File: src/rtl/lampfpu_sqrt_rndpack.sv
// lampfpu_sqrt_rndpack: round-to-nearest-even and pack of a square-root
// result into a 16-bit {s, e[7:0], frac[6:0]} word, buffered in a 2-entry
// FIFO with ready/valid handshake and a sticky drop indicator.
// Optional macro LAMPFPU_SQRT_RND_FLAGS_EN adds per-entry inexact_o / ovf_o.
module lampfpu_sqrt_rndpack (
   input  logic        clk,
   input  logic        rst,
   input  logic        valid_i,
   input  logic        s_res_i,
   input  logic [7:0]  e_res_i,
   input  logic [11:0] f_res_i,
   input  logic        isToRound_i,
   input  logic        ready_i,
   output logic        valid_o,
   output logic [15:0] res_o,
   output logic        full_o,
   output logic        drop_o
`ifdef LAMPFPU_SQRT_RND_FLAGS_EN
   ,
   output logic        inexact_o,
   output logic        ovf_o
`endif
);

   logic        guard_bit;
   logic        round_bit;
   logic        sticky_bit;
   logic        round_up;
   logic [8:0]  mant_inc;
   logic [8:0]  exp_inc;
   logic [15:0] word;
   logic        word_inexact;
   logic        word_ovf;
   logic        unused_bits;

   logic [15:0] mem_res [2];
   logic        wr_ptr;
   logic        rd_ptr;
   logic [1:0]  count;
   logic        drop_q;
   logic        do_push;
   logic        do_pop;

   assign guard_bit  = f_res_i[2];
   assign round_bit  = f_res_i[1];
   assign sticky_bit = f_res_i[0];
   assign round_up   = guard_bit & (round_bit | sticky_bit | f_res_i[3]);
   assign mant_inc   = {1'b0, f_res_i[10:3]} + 9'd1;
   assign exp_inc    = {1'b0, e_res_i} + 9'd1;

   // The overflow guard bit and the incremented hidden bit carry no
   // information into the packed word.
   assign unused_bits = f_res_i[11] ^ mant_inc[7];

   // Rounding and packing of the incoming result; specials pass through.
   always_comb begin
      word         = {s_res_i, e_res_i, f_res_i[9:3]};
      word_inexact = 1'b0;
      word_ovf     = 1'b0;
      if (isToRound_i) begin
         word_inexact = guard_bit | round_bit | sticky_bit;
         if (round_up) begin
            if (mant_inc[8]) begin
               // Carry out of the hidden bit: bump exponent, saturate to inf.
               if (exp_inc >= 9'h0FF) begin
                  word     = {s_res_i, 8'hFF, 7'd0};
                  word_ovf = 1'b1;
               end else begin
                  word = {s_res_i, exp_inc[7:0], 7'd0};
               end
            end else begin
               word = {s_res_i, e_res_i, mant_inc[6:0]};
            end
         end
      end
   end

   assign valid_o = (count != 2'd0);
   assign full_o  = (count == 2'd2);
   assign drop_o  = drop_q;
   assign res_o   = mem_res[rd_ptr];

   assign do_pop  = valid_o & ready_i;
   // A full buffer still accepts a push when the head leaves on the same edge.
   assign do_push = valid_i & (~full_o | do_pop);

   // FIFO storage, pointers, occupancy and sticky drop flag.
   always_ff @(posedge clk) begin
      if (rst) begin
         mem_res[0] <= 16'h0000;
         mem_res[1] <= 16'h0000;
         wr_ptr     <= 1'b0;
         rd_ptr     <= 1'b0;
         count      <= 2'd0;
         drop_q     <= 1'b0;
      end else begin
         if (do_push) begin
            mem_res[wr_ptr] <= word;
            wr_ptr          <= ~wr_ptr;
         end
         if (do_pop) begin
            rd_ptr <= ~rd_ptr;
         end
         case ({do_push, do_pop})
            2'b10:   count <= count + 2'd1;
            2'b01:   count <= count - 2'd1;
            default: count <= count;
         endcase
         if (valid_i & ~do_push) begin
            drop_q <= 1'b1;
         end
      end
   end

`ifdef LAMPFPU_SQRT_RND_FLAGS_EN
   logic mem_inexact [2];
   logic mem_ovf     [2];

   assign inexact_o = mem_inexact[rd_ptr];
   assign ovf_o     = mem_ovf[rd_ptr];

   // Status flags travel with their result word through the FIFO.
   always_ff @(posedge clk) begin
      if (rst) begin
         mem_inexact[0] <= 1'b0;
         mem_inexact[1] <= 1'b0;
         mem_ovf[0]     <= 1'b0;
         mem_ovf[1]     <= 1'b0;
      end else if (do_push) begin
         mem_inexact[wr_ptr] <= word_inexact;
         mem_ovf[wr_ptr]     <= word_ovf;
      end
   end
`else
   logic unused_flags;
   assign unused_flags = word_inexact ^ word_ovf;
`endif

endmodule

File: config.mk
export PLATFORM = sky130hd
export DESIGN_NAME = lampfpu_sqrt_rndpack
export DESIGN_NICKNAME = d
export VERILOG_FILES = /design/src/rtl/lampfpu_sqrt_rndpack.sv
export SDC_FILE = /design/constraint.sdc
export NUM_CORES = 1
export LEC_CHECK = 0
export ABC_AREA = 1
export CORE_UTILIZATION = 50
export DETAILED_ROUTE_END_ITERATION = 10
export PLACE_DENSITY = 0.79
export SYNTH_ARGS = -nofsm -noshare
export SYNTH_HDL_FRONTEND = slang
export SYNTH_SLANG_ARGS = --single-unit
File: constraint.sdc
create_clock -name clk -period 2.3 [get_ports clk]
set_input_delay 0.69 -clock clk [delete_from_list [all_inputs] [get_ports clk]]
set_output_delay 0.69 -clock clk [all_outputs]
set_load 0.005 [all_outputs]
==> results.json <==
{
  "port-buffer-count": 43,
  "cp_num_buf_inv": 2,
  "hold_viol": 0,
  "nets": 324,
  "fin_crit_sh_pct": 98.5,
  "start_kind": "flop",
  "syn_inst": 223,
  "drtIter0Drc": 98,
  "drcViolationCount": 0,
  "maxCapViolCount": 0,
  "start_util_pct": 52.1,
  "worst_path_largest_cell_delay_ps": 450,
  "cts_tree": "yes",
  "syn_area_um2": 2100,
  "wl_um": 4180,
  "report.final.slew_viol_count": 0,
  "cts.path.max_buffers": 2,
  "clk_pin_slew_ps": 70,
  "path_max_fanout": 16,
  "layoutNonFillerInstCount": 346,
  "crit_type": "reg2out",
  "final_cell_mix": "44 x nor2_1, 41 x nand2_1, 37 x clkdlybuf4s50_1",
  "worst_path_max_delay_cell": "clkdlybuf4s50_1",
  "peakVddDrop_v": 0.000414,
  "dp.cells": 336,
  "critPathArrivalTime_ps": 1570,
  "syn_to_final_growth_pct": 40.6,
  "holdBufCountCts": 0,
  "tightest_slew_ps": 298,
  "postRouteAntennaNets": 0,
  "maxSlewHeadroom_pct": 80.1,
  "vias": 1732,
  "cts_buffers": 5,
  "tns_ps": 0,
  "drtPass1Iterations": 4,
  "rows": 23,
  "avgSynthCellArea_um2": 9.42,
  "diodes": 0,
  "setup_viol": 0,
  "yosysWarnings": 0,
  "grt_overflow": 0,
  "timing.fmax_ghz": 0.442,
  "cts-htree-levels": 2,
  "fin_skew_ps": 5.33,
  "cp-end-kind": "primary output",
  "synth_seq_cells": 38,
  "grt_usage_pct": 20.9,
  "hold_class": "reg2reg",
  "synth-seq-area-share_pct": 51.5,
  "final_common_cell": "nor2_1",
  "die_w_um": 66.8,
  "hold_slack_ps": 462,
  "routed_via_density": 5.01,
  "synth_nets": 252,
  "coreArea_um2": 4030,
  "die_area_um2": 4460,
  "ctsRootBufferMaster": "clkbuf_8",
  "die_y_um": 66.8,
  "synth_cell_types": 35,
  "grt_pass1_vias": 1552,
  "avgRoutedWirePerCell_um": 12.1,
  "crit_chain": "buf_12 -> mux2_2 -> clkdlybuf4s50_1",
  "drive_gt1_share_pct": 24.3,
  "status": "completed",
  "dp_hpwl_um": 3080,
  "antenna_found_initial": 0,
  "path_delay_family": "buffers and inverters",
  "period_needed_ps": 2260,
  "io_pins": 45,
  "cp.required_ps": 1610,
  "cellLeakagePower_uw": 0.00131,
  "grt_max_degree": 18,
  "gp_congestion": 0.900,
  "p_per_area_nw_per_um2": 627,
  "grt_pass1_wl_um": 6710,
  "worstSkewPairLatency_ps": 290,
  "clock_sinks": 38
}
==> area by class of cell <==
cell class	count	area, µm²
multi-input combinational	161	930
timing repair buffer	69	666
inverter	20	75.1
sequential	38	1080
fill	301	1080
tap	50	62.6
clock buffer	5	68.8
clock inverter	3	68.8
==> repair_timing <==
action                                  in CTS  in global routing
setup buffers                                0                  2
pin swaps                                    0                  2
endpoints found under the setup margin       8                 17
resized for setup                            2                  7
==> worst register-to-register path, delay by kind of cell, from the launching register on <==
family                 cells  cell delay, ps
flip-flops                 1             350
buffers and inverters      2             300
AND/OR/NAND/NOR            6             540
==> cells in the mapped netlist <==
library cell	instances	area share, %
a21oi_1	4	0.95
a21oi_2	1	0.42
a31oi_1	1	0.30
buf_2	2	0.48
buf_4	1	0.36
clkbuf_1	1	0.18
clkinv_1	1	0.18
dfxtp_1	6	5.7
edfxtp_1	32	46
ha_1	3	1.8
inv_1	16	2.9
inv_2	3	0.54
mux2_2	16	8.6
mux2i_1	1	0.48
nand2_1	41	7.3
nand2_2	2	0.60
nand3_1	14	3.3
nand3_2	3	1.4
nand3_4	1	0.83
nand3b_1	1	0.36
nand4_1	2	0.60
nand4_2	1	0.60
nor2_1	44	7.9
nor2_2	4	1.2
nor2_4	1	0.54
nor3_2	1	0.48
o211ai_1	1	0.36
o21ai_0	4	0.95
o21ai_1	3	0.71
o21bai_1	3	1.1
o22ai_1	1	0.30
o31ai_1	1	0.36
or2_2	3	0.89
xnor2_1	2	0.83
xor2_1	2	0.83
==> per-stage QoR <==
stage / cell area (µm²) / setup slack (ps) / utilization, % / total power, µW
after detailed placement: 2780 / -259 / 68.9 / 1190
after global routing: 2950 / -5.74 / 73.3 / 1920
after global placement: 2780 / -175 / 68.9 / 1180
after floorplan: 2100 / 261 / - / 992
after CTS: 2920 / 3.17 / 72.5 / 1860
final: 2950 / 35.4 / 73.3 / 1850
==> state kept, by name (all words and copies together), names as in the netlist, named ones only <==
| register | count |
|---|---|
| mem_res | 32 |
| count | 2 |
| drop_o | 1 |
| rd_ptr | 1 |
| wr_ptr | 1 |
==> report_power, final <==
part / internal [µW] / total (µW) / switching [µW] / leakage (µW)
logic: 208 / 366 / 158 / 0.000853
registers: 800 / 817 / 17.0 / 0.000385
clock network: 434 / 670 / 235 / 0.0000683
==> routing by layer <==
metal	vias to the layer above	global-route usage (%)	wire (µm)
met2	48	35.1	2070
met3	8	4.11	199
li1	899	-	-
met4	0	9.57	83
met1	777	25.6	1830
met5	-	0	0
==> path summary, 6_finish.rpt <==
path,cells past startpoint,to,start,slack [ps]
worst max-delay path,3,res_o[0],flop,40
worst min-delay path,1,flop,rd_ptr$_SDFFE_PP0P_,460
worst max register to register,8,mem_res[0][3]$_SDFFCE_PN0P_,count[1]$_SDFFE_PP0P_,870
worst min register to register,1,flop,rd_ptr$_SDFFE_PP0P_,460
==> cell families after synthesis <==
kind of cell	count (synthesis)	synth area share, %
xor gates and xnor gates	4	1.67
DFF	38	51.5
and+or+nand+nor	118	26.0
adders and majority gates	3	1.79
buffers and inverters	24	4.59
muxes	17	9.05
AOI/OAI and AO/OA	19	5.42
Power figures use the tool's default switching activity.
